==> src/rtl/match_pkg.sv <==
// Shared types and widths for the keypoint-matcher frame scheduler.
// Holds the scheduler state encoding and the counter/score widths.
package match_pkg;

   typedef enum logic [1:0] {
      IDLE,
      COLLECT,
      FLUSH,
      WAIT_MATCH
   } sched_state_e;

   localparam int KP_CNT_W   = 12;
   localparam int DROP_CNT_W = 16;
   localparam int SCORE_W    = 8;

endpackage

==> src/rtl/sat_counter.sv <==
// Saturating up-counter with synchronous clear (clear wins over inc).
// Ports: clk, rst (async, active-high), clr, inc, count[W-1:0].
module sat_counter #(
   parameter int W = 8
) (
   input  logic         clk,
   input  logic         rst,
   input  logic         clr,
   input  logic         inc,
   output logic [W-1:0] count
);

   always_ff @(posedge clk or posedge rst) begin
      if (rst) begin
         count <= '0;
      end else if (clr) begin
         count <= '0;
      end else if (inc && (count != {W{1'b1}})) begin
         count <= count + 1'b1;
      end
   end

endmodule

==> src/rtl/match_frame_sched.sv <==
// Frame scheduler in front of the keypoint matcher: admits one frame at a
// time, filters/caps keypoints, frames the matcher with start/end pulses.
// Ports: i_clk, i_rst, i_cfg_score_min, i_frame_start/end, i_kp_valid,
//  i_kp_score, i_match_frame_end -> o_kp_valid, o_match_start/end, o_busy,
//  o_kp_count, o_kp_capped, o_frame_dropped, o_drop_count, o_timeout.
module match_frame_sched
   import match_pkg::*;
#(
   parameter int MAX_KEYS       = 500,
   parameter int FLUSH_CYCLES   = 128,
   parameter int TIMEOUT_CYCLES = 2**20
) (
   input  logic                  i_clk,
   input  logic                  i_rst,
   input  logic [SCORE_W-1:0]    i_cfg_score_min,
   input  logic                  i_frame_start,
   input  logic                  i_frame_end,
   input  logic                  i_kp_valid,
   input  logic [SCORE_W-1:0]    i_kp_score,
   input  logic                  i_match_frame_end,
   output logic                  o_kp_valid,
   output logic                  o_match_start,
   output logic                  o_match_end,
   output logic                  o_busy,
   output logic [KP_CNT_W-1:0]   o_kp_count,
   output logic [KP_CNT_W-1:0]   o_kp_capped,
   output logic                  o_frame_dropped,
   output logic [DROP_CNT_W-1:0] o_drop_count,
   output logic                  o_timeout
);

   localparam int FL_W =
      (FLUSH_CYCLES > 1) ? $clog2(FLUSH_CYCLES) : 1;
   localparam int TO_W =
      (TIMEOUT_CYCLES > 1) ? $clog2(TIMEOUT_CYCLES) : 1;
   localparam logic [FL_W-1:0] FL_LOAD = FL_W'(FLUSH_CYCLES - 1);
   localparam logic [TO_W-1:0] TO_LAST = TO_W'(TIMEOUT_CYCLES - 1);

   sched_state_e    state, state_n;
   logic [FL_W-1:0] fcnt, fcnt_n;
   logic [TO_W-1:0] tcnt, tcnt_n;
   logic            drop_mode, drop_mode_n;
   logic            mstart_n, mend_n, tout_n, dropped_n;
   logic            kp_clr;
   logic            kp_pass, kp_fwd, kp_cap;

   // Keypoints of a dropped frame must never leak through.
   assign kp_pass = (state == COLLECT) && !drop_mode && i_kp_valid &&
                    (i_kp_score >= i_cfg_score_min);
   assign kp_fwd  = kp_pass && (o_kp_count < KP_CNT_W'(MAX_KEYS));
   assign kp_cap  = kp_pass && !(o_kp_count < KP_CNT_W'(MAX_KEYS));

   always_comb begin
      state_n     = state;
      fcnt_n      = fcnt;
      tcnt_n      = tcnt;
      drop_mode_n = drop_mode;
      mstart_n    = 1'b0;
      mend_n      = 1'b0;
      tout_n      = 1'b0;
      dropped_n   = 1'b0;
      kp_clr      = 1'b0;
      if (i_frame_end) drop_mode_n = 1'b0;
      unique case (state)
         IDLE: begin
            if (i_frame_start) begin
               mstart_n    = 1'b1;
               kp_clr      = 1'b1;
               drop_mode_n = 1'b0;
               fcnt_n      = FL_LOAD;
               state_n     = i_frame_end ? FLUSH : COLLECT;
            end
         end
         COLLECT: begin
            if (i_frame_start) begin
               // Missing end: close current frame, reject the new one.
               dropped_n   = 1'b1;
               drop_mode_n = 1'b1;
               fcnt_n      = FL_LOAD;
               state_n     = FLUSH;
            end else if (i_frame_end) begin
               fcnt_n  = FL_LOAD;
               state_n = FLUSH;
            end
         end
         FLUSH: begin
            if (fcnt == '0) begin
               mend_n  = 1'b1;
               tcnt_n  = '0;
               state_n = WAIT_MATCH;
            end else begin
               fcnt_n = fcnt - 1'b1;
            end
            if (i_frame_start) begin
               dropped_n   = 1'b1;
               drop_mode_n = !i_frame_end;
            end
         end
         WAIT_MATCH: begin
            if (i_match_frame_end) begin
               state_n = IDLE;
            end else if (tcnt == TO_LAST) begin
               tout_n  = 1'b1;
               state_n = IDLE;
            end else begin
               tcnt_n = tcnt + 1'b1;
            end
            if (i_frame_start) begin
               dropped_n   = 1'b1;
               drop_mode_n = !i_frame_end;
            end
         end
         default: state_n = IDLE;
      endcase
   end

   always_ff @(posedge i_clk or posedge i_rst) begin
      if (i_rst) begin
         state           <= IDLE;
         fcnt            <= '0;
         tcnt            <= '0;
         drop_mode       <= 1'b0;
         o_kp_valid      <= 1'b0;
         o_match_start   <= 1'b0;
         o_match_end     <= 1'b0;
         o_busy          <= 1'b0;
         o_frame_dropped <= 1'b0;
         o_timeout       <= 1'b0;
      end else begin
         state           <= state_n;
         fcnt            <= fcnt_n;
         tcnt            <= tcnt_n;
         drop_mode       <= drop_mode_n;
         o_kp_valid      <= kp_fwd;
         o_match_start   <= mstart_n;
         o_match_end     <= mend_n;
         o_busy          <= (state_n != IDLE);
         o_frame_dropped <= dropped_n;
         o_timeout       <= tout_n;
      end
   end

   sat_counter #(.W(KP_CNT_W)) u_kp_count (
      .clk   (i_clk),
      .rst   (i_rst),
      .clr   (kp_clr),
      .inc   (kp_fwd),
      .count (o_kp_count)
   );

   sat_counter #(.W(KP_CNT_W)) u_kp_capped (
      .clk   (i_clk),
      .rst   (i_rst),
      .clr   (kp_clr),
      .inc   (kp_cap),
      .count (o_kp_capped)
   );

   sat_counter #(.W(DROP_CNT_W)) u_drop_count (
      .clk   (i_clk),
      .rst   (i_rst),
      .clr   (1'b0),
      .inc   (dropped_n),
      .count (o_drop_count)
   );

endmodule

==> config.mk <==
export PLATFORM = sky130hd
export DESIGN_NAME = match_frame_sched
export DESIGN_NICKNAME = d
export VERILOG_FILES = /design/src/rtl/match_pkg.sv /design/src/rtl/sat_counter.sv /design/src/rtl/match_frame_sched.sv
export SDC_FILE = /design/constraint.sdc
export NUM_CORES = 1
export LEC_CHECK = 0
export ABC_CLOCK_PERIOD_IN_PS = 2330
export BUFFER_PORTS_ARGS = -buffer_cell sky130_fd_sc_hd__buf_2
export CORE_UTILIZATION = 35
export CTS_BUF_LIST = sky130_fd_sc_hd__clkbuf_16
export CTS_CLUSTER_SIZE = 10
export DETAILED_ROUTE_END_ITERATION = 8
export PLACE_DENSITY_LB_ADDON = 0.25
export SLEW_MARGIN = 20
export SYNTH_ARGS = -nofsm -noshare
export SYNTH_HDL_FRONTEND = slang
export SYNTH_SLANG_ARGS = --single-unit
export TNS_END_PERCENT = 50
==> constraint.sdc <==
create_clock -name i_clk -period 2.33 [get_ports i_clk]
set_input_delay 0.466 -clock i_clk [delete_from_list [all_inputs] [get_ports i_clk]]
set_output_delay 0.466 -clock i_clk [all_outputs]
set_load 0.05 [all_outputs]
---- Word level (Yosys, flattened, before mapping) ----
Cells that the tools add are included.
cells by class
  add/sub/neg operators ................... 5
  order comparisons ....................... 2
  eq/ne operators ......................... 13
  multiplexer cells ....................... 34
  reductions and logical operators ........ 22
operator list
  cell                                                                            count
  20-bit two-way mux                                                              3
  12-bit two-way mux                                                              4
  20-bit case mux with 2 select lines                                             1
  7-bit two-way mux                                                               4
  12-bit by 1-bit adder with 12-bit output (second input constant)                2
  12-bit inequality test (second input constant)                                  2
  7-bit case mux with 3 select lines                                              1
  20-bit by 1-bit adder with 20-bit output (second input constant)                1
  20-bit == test (second input constant)                                          1
  16-bit by 1-bit adder with 16-bit output (second input constant)                1
  16-bit inequality test (second input constant)                                  1
  2-bit two-way mux                                                               7
  12-bit by 9-bit less-than comparator with 1-bit output (second input constant)  1
  1-bit two-way mux                                                               12
  2-bit inequality test (second input constant)                                   5
  8-bit greater-or-equal comparator                                               1
  1-bit logical AND                                                               8
  2-bit case mux with 4 select lines                                              1
  4-bit AND reduction                                                             2
  2-bit nonzero test                                                              4
  7-bit logical NOT                                                               1
  7-bit by 1-bit subtractor with 7-bit output (second input constant)             1
  2-bit == test (second input constant)                                           2
  1-bit logical NOT                                                               3
  7 further kinds                                                                 7
storage, ports and cells
  flip-flop bits (word level) ............. 76
  input bits .............................. 22
  output and inout port bits .............. 46

---- Depth between registers and ports, before layout ----
  depth after elaboration ................. 8
  mapped depth ............................ 10
  gate-level depth less buffers ........... 9

---- By module ----
From an unflattened synthesis, not the netlist that was laid out.
second synthesis, totals
  cells, all modules ...................... 461
  area total of the unflattened synthesis .. 4,411.7 µm²
by module, submodules not included
  module                          instances  cells an instance  area each (µm²)  seq. area each (µm²)
  match_frame_sched               1          224                2,075.7          900.9
  sat_counter at u_kp_capped ...  2          68                 701.9            300.3
  sat_counter at u_drop_count     1          101                932.1            400.4

---- Worst setup path after synthesis ----
Ideal clock, no wire load.
  kind .................................... register to register
  start point ............................. register u_kp_count.count[5]
  end point ............................... register u_kp_capped.count[5]
  setup time .............................. 0.119 ns
  arrival time ............................ 2.248 ns
  data required time ...................... 2.211 ns
  setup slack ............................. -0.037 ns
  cell stages (with the launch flop) ...... 8
  buffers on the path ..................... 1
  clock period less this slack ............ 2.367 ns
  cells stage by stage .................... dfrtp_1 > nand4_1 > o21ai_1 > o31ai_2 > or3_1 > buf_2 > o31a_1 > o21a_1
on the way
  longest elaborated chain between the ends .. 5
RTL lines
  element                                                 RTL line                 text
  from (decl)                                             sat_counter.sv:10        output logic [W-1:0] count
  from (signal assigned)                                  sat_counter.sv:19        count <= count + 1'b1;
  12-bit by 9-bit less-than comparator with 1-bit output  match_frame_sched.sv:51  assign kp_cap = kp_pass && !(o_kp_count < KP_CNT_W'(MAX_KEYS));
  1-bit logical NOT                                       match_frame_sched.sv:51
  1-bit logical AND                                       match_frame_sched.sv:51
  1-bit logical AND                                       sat_counter.sv:18        end else if (inc && (count != {W{1'b1}})) begin
  2-bit nonzero test (no line)                            --
  to (signal assigned)                                    sat_counter.sv:19
  to (decl)                                               sat_counter.sv:10
No other way between the ends.
A chain may end at the register's enable or synchronous reset.

---- Worst setup path after layout ----
  start point ............................. register state[0]
  end point ............................... register u_kp_capped.count[5]
on the way
  longest elaborated chain between the ends .. 7
  elaborated cells on any way between the ends .. 10
  classes of those cells .................. eq/ne (1); mux (2); reduce/logical (7)
RTL lines
  element                                   RTL line                  text
  from (decl)                               match_frame_sched.sv:39   sched_state_e state, state_n;
  from (signal assigned)                    match_frame_sched.sv:130  state <= state_n;
  2-bit by 1-bit == test with 1-bit output  match_frame_sched.sv:48   assign kp_pass = (state == COLLECT) && !drop_mode && i_kp_valid &&
  1-bit logical AND (3 in a row)            match_frame_sched.sv:48
  1-bit logical AND                         match_frame_sched.sv:51
  1-bit logical AND                         sat_counter.sv:18
  2-bit nonzero test (no line)              --
Several ways; a longest one is shown, not always the timed one.

==> out/metrics.yaml <==
timing:
  rsz0062_at_grt: "no"
  setup_viol: 0
  fin_crit_sh_pct: 91.0
  finalHoldViolations: 0
  fin_skew_ns: 0.00736
  worstMarginPinSlew_ns: 0.563
  clock.fmax_mhz: 472
  timing.final.crit_period_ns: 2.12
  max-slew-margin-rel_pct: 62.2
  slew_violations: 0
global_routing:
  grt_util_all_layers_pct: 15.5
  antenna_found_initial: 1
  grt_pass1_wl_um: 14200
  grt_pass1_vias: 3068
  grt.overflow.total: 0
  grt_max_degree: 34
routing:
  drt_iter0_markers: 150
  drcViolationCount: 0
  wl_um: 8200
  wl_per_cell_um: 12.7
  dr.pass1.iters: 4
  viasPerCell: 4.95
  routed-via-count: 3193
  postRouteAntennaNets: 0
clock_tree:
  worstSkewPairLatency_ns: 0.33
  cts_resized: 0
  root_buffer: "clkbuf_16"
  cts_setup_buffers: 0
  cts_sinks: 76
  cts_hold_buf: 0
  cts_buffer_depth: 2
  clk_pin_slew_ns: 0.05
  cts_tree: "done"
  h-tree-depth: 3
  cts_buffers: 9
pwr:
  seqPwrFrac_pct: 43.5
  swShare_pct: 34.5
  switchingPower_mw: 1.32
  p_comb_share_pct: 25.3
  vdd_ir_drop_max_uv: 518
  total_power_mw: 3.81
  p_leak_nw: 2.33
  power.clock.fraction_pct: 31.2
  p_int_mw: 2.49
  powerDensity_nw_per_um2: 802
layout:
  stdcell_area_sq_um: 4750
  area_delta_synth_final_pct: 21.5
  drive_gt1_share_pct: 21.6
  nets: 537
  antenna_cells: 0
  final_core_util_pct: 43.8
setup_path:
  crit_path_end_kind: "register"
  start_kind: "register"
  crit_required_ns: 2.54
  cp_max_fo: 7
  cp_data_arrival_time_ns: 2.33
  worstSetupPathType: "reg2reg"
floorplan:
  fp.coreArea_sq_um: 10800
  start_util_pct: 36.1
  pin_count: 68
  die_area_sq_um: 11600
  die_y_um: 108
  die-width_um: 108
  row_count: 38
synth:
  avgSynthCellArea_sq_um: 9.35
  synth-warning-count: 0
  synth_ff_type: "dfrtp_1"
  syn_area_sq_um: 3910
  synth-seq-cells: 76
  async_flop_share_pct: 100
  synthCells: 418
  ys_seq_area_share_pct: 48.7
  synthDistinctLibCells: 47
  synth_edf_count: 0
  synth_nets: 453
run:
  maxCapViolCount: 0
worst_hold_path:
  hold_class: "in2async"
placed_design:
  place_area_sq_um: 4500
  dpl.hpwl_um: 5900
  io_buffer_count: 67
  globalplace.congestion: 0.792
status:
  status: "finished clean"
==> metal layers <==
metal	wire length, um	vias to the layer above	global-route usage (%)
li1	-	1616	-
met1	3940	1506	19.7
met2	3750	61	25.5
met3	420	8	4.66
met4	75	2	3.82
met5	13	-	0
==> through the flow <==
step / hold WS, ns / instances / setup TNS (ns) / setup WS [ns]
after global routing: 0.105 / 645 / 0 / 0.0157
after floorplan: 0.459 / 418 / -0.0372 / -0.0372
after global placement: 0.442 / 631 / 0 / 0.0562
after CTS: 0.0868 / 645 / 0 / 0.105
after detailed placement: 0.437 / 631 / 0 / 0.0478
final: 0.0886 / 645 / 0 / 0.211
==> state kept, by name (all words and copies together), names as in the netlist <==
signal              cells
tcnt                   20
u_drop_count.count     16
u_kp_capped.count      12
u_kp_count.count       12
fcnt                    7
state                   2
drop_mode               1
o_busy                  1
o_frame_dropped         1
o_kp_valid              1
o_match_end             1
o_match_start           1
o_timeout               1
==> worst max-delay path, cell delays in order, from the launching register on <==
cell and delay (ns):
dfrtp_1 0.35, inv_2 0.04, or4b_1 0.64, or3_1 0.50
o31a_1 0.30, o21a_1 0.18
==> synthesized netlist by cell type, types with 3 or more instances <==
master	count	area share [%]
dfrtp_1	76	49
nor2_1	56	5.4
nand2_1	36	3.5
nand3_1	30	3.8
inv_1	23	2.2
nand4_1	21	3.4
xor2_1	19	4.3
xnor2_1	18	4.0
nor3_1	15	1.9
a21oi_1	13	1.7
ha_1	13	4.2
o21ai_0	13	1.7
clkbuf_1	8	0.77
a31oi_1	7	1.1
and3_1	7	1.1
or3_1	7	1.1
and2_1	5	0.80
mux2i_1	5	1.3
nor4_1	4	0.64
o21ai_1	4	0.51
inv_2	3	0.29
mux2_2	3	0.86
==> cells by family after synthesis <==
| kind of cell | count (synthesis) | share of synthesized area [%] |
|---|---|---|
| and+or+nand+nor | 198 | 25.1 |
| adders and majority gates | 13 | 4.16 |
| DFF | 76 | 48.7 |
| AOI/OAI and AO/OA | 49 | 7.81 |
| xor gates and xnor gates | 37 | 8.29 |
| buffers and inverters | 37 | 3.81 |
| muxes | 8 | 2.14 |
==> placed cells by master, fill, tap and decap left out, types with 2 or more instances in the layout <==
master	instances
and2_1	5
xor2_1	19
nand4_1	21
a21oi_1	13
or3_1	7
o31a_1	2
nor2b_1	2
clkinv_2	2
mux2_2	3
dfrtp_1	76
clkinv_1	3
inv_2	3
mux2i_1	5
inv_1	22
nand2b_1	2
clkbuf_16	9
nand2_1	36
nand3_1	30
buf_2	67
a31oi_1	7
o21ai_1	4
xnor2_1	18
and3_1	7
a211o_1	2
nand3b_1	2
ha_1	13
nor2_1	56
buf_4	17
o21ai_0	13
nor4_1	4
nor3_1	15
==> power by group through the flow <==
stage	clock [mW]	combinational, mW	sequential (mW)
detailed placement	0	0.971	1.67
CTS	1.24	0.973	1.65
global placement	0	0.955	1.67
global route	1.28	1.07	1.69
finish	1.19	0.965	1.66
floorplan	0	0.422	1.96
==> cell type report <==
cell class                 instances  area, sq um
multi-input combinational        305         1860
timing repair buffer              84          463
sequential                        76         1900
clock inverter                     5         21.3
tap                              140          175
clock buffer                       9          225
fill                            1058         6090
inverter                          26          101
==> worst paths after layout <==
kind,to,slack [ns],cells past startpoint,from
min in group i_clk,o_timeout,0.38,2,i_match_frame_end
hold reg to reg,u_drop_count.count[13],0.49,1,u_drop_count.count[13]
hold / removal,u_drop_count.count[9],0.09,2,i_rst
setup reg to reg,u_kp_capped.count[5],0.21,5,state[0]
max in group asynchronous,u_kp_capped.count[4],1.55,3,i_rst
setup / recovery,u_kp_capped.count[5],0.21,5,state[0]
(Power assumes the default switching activity.)
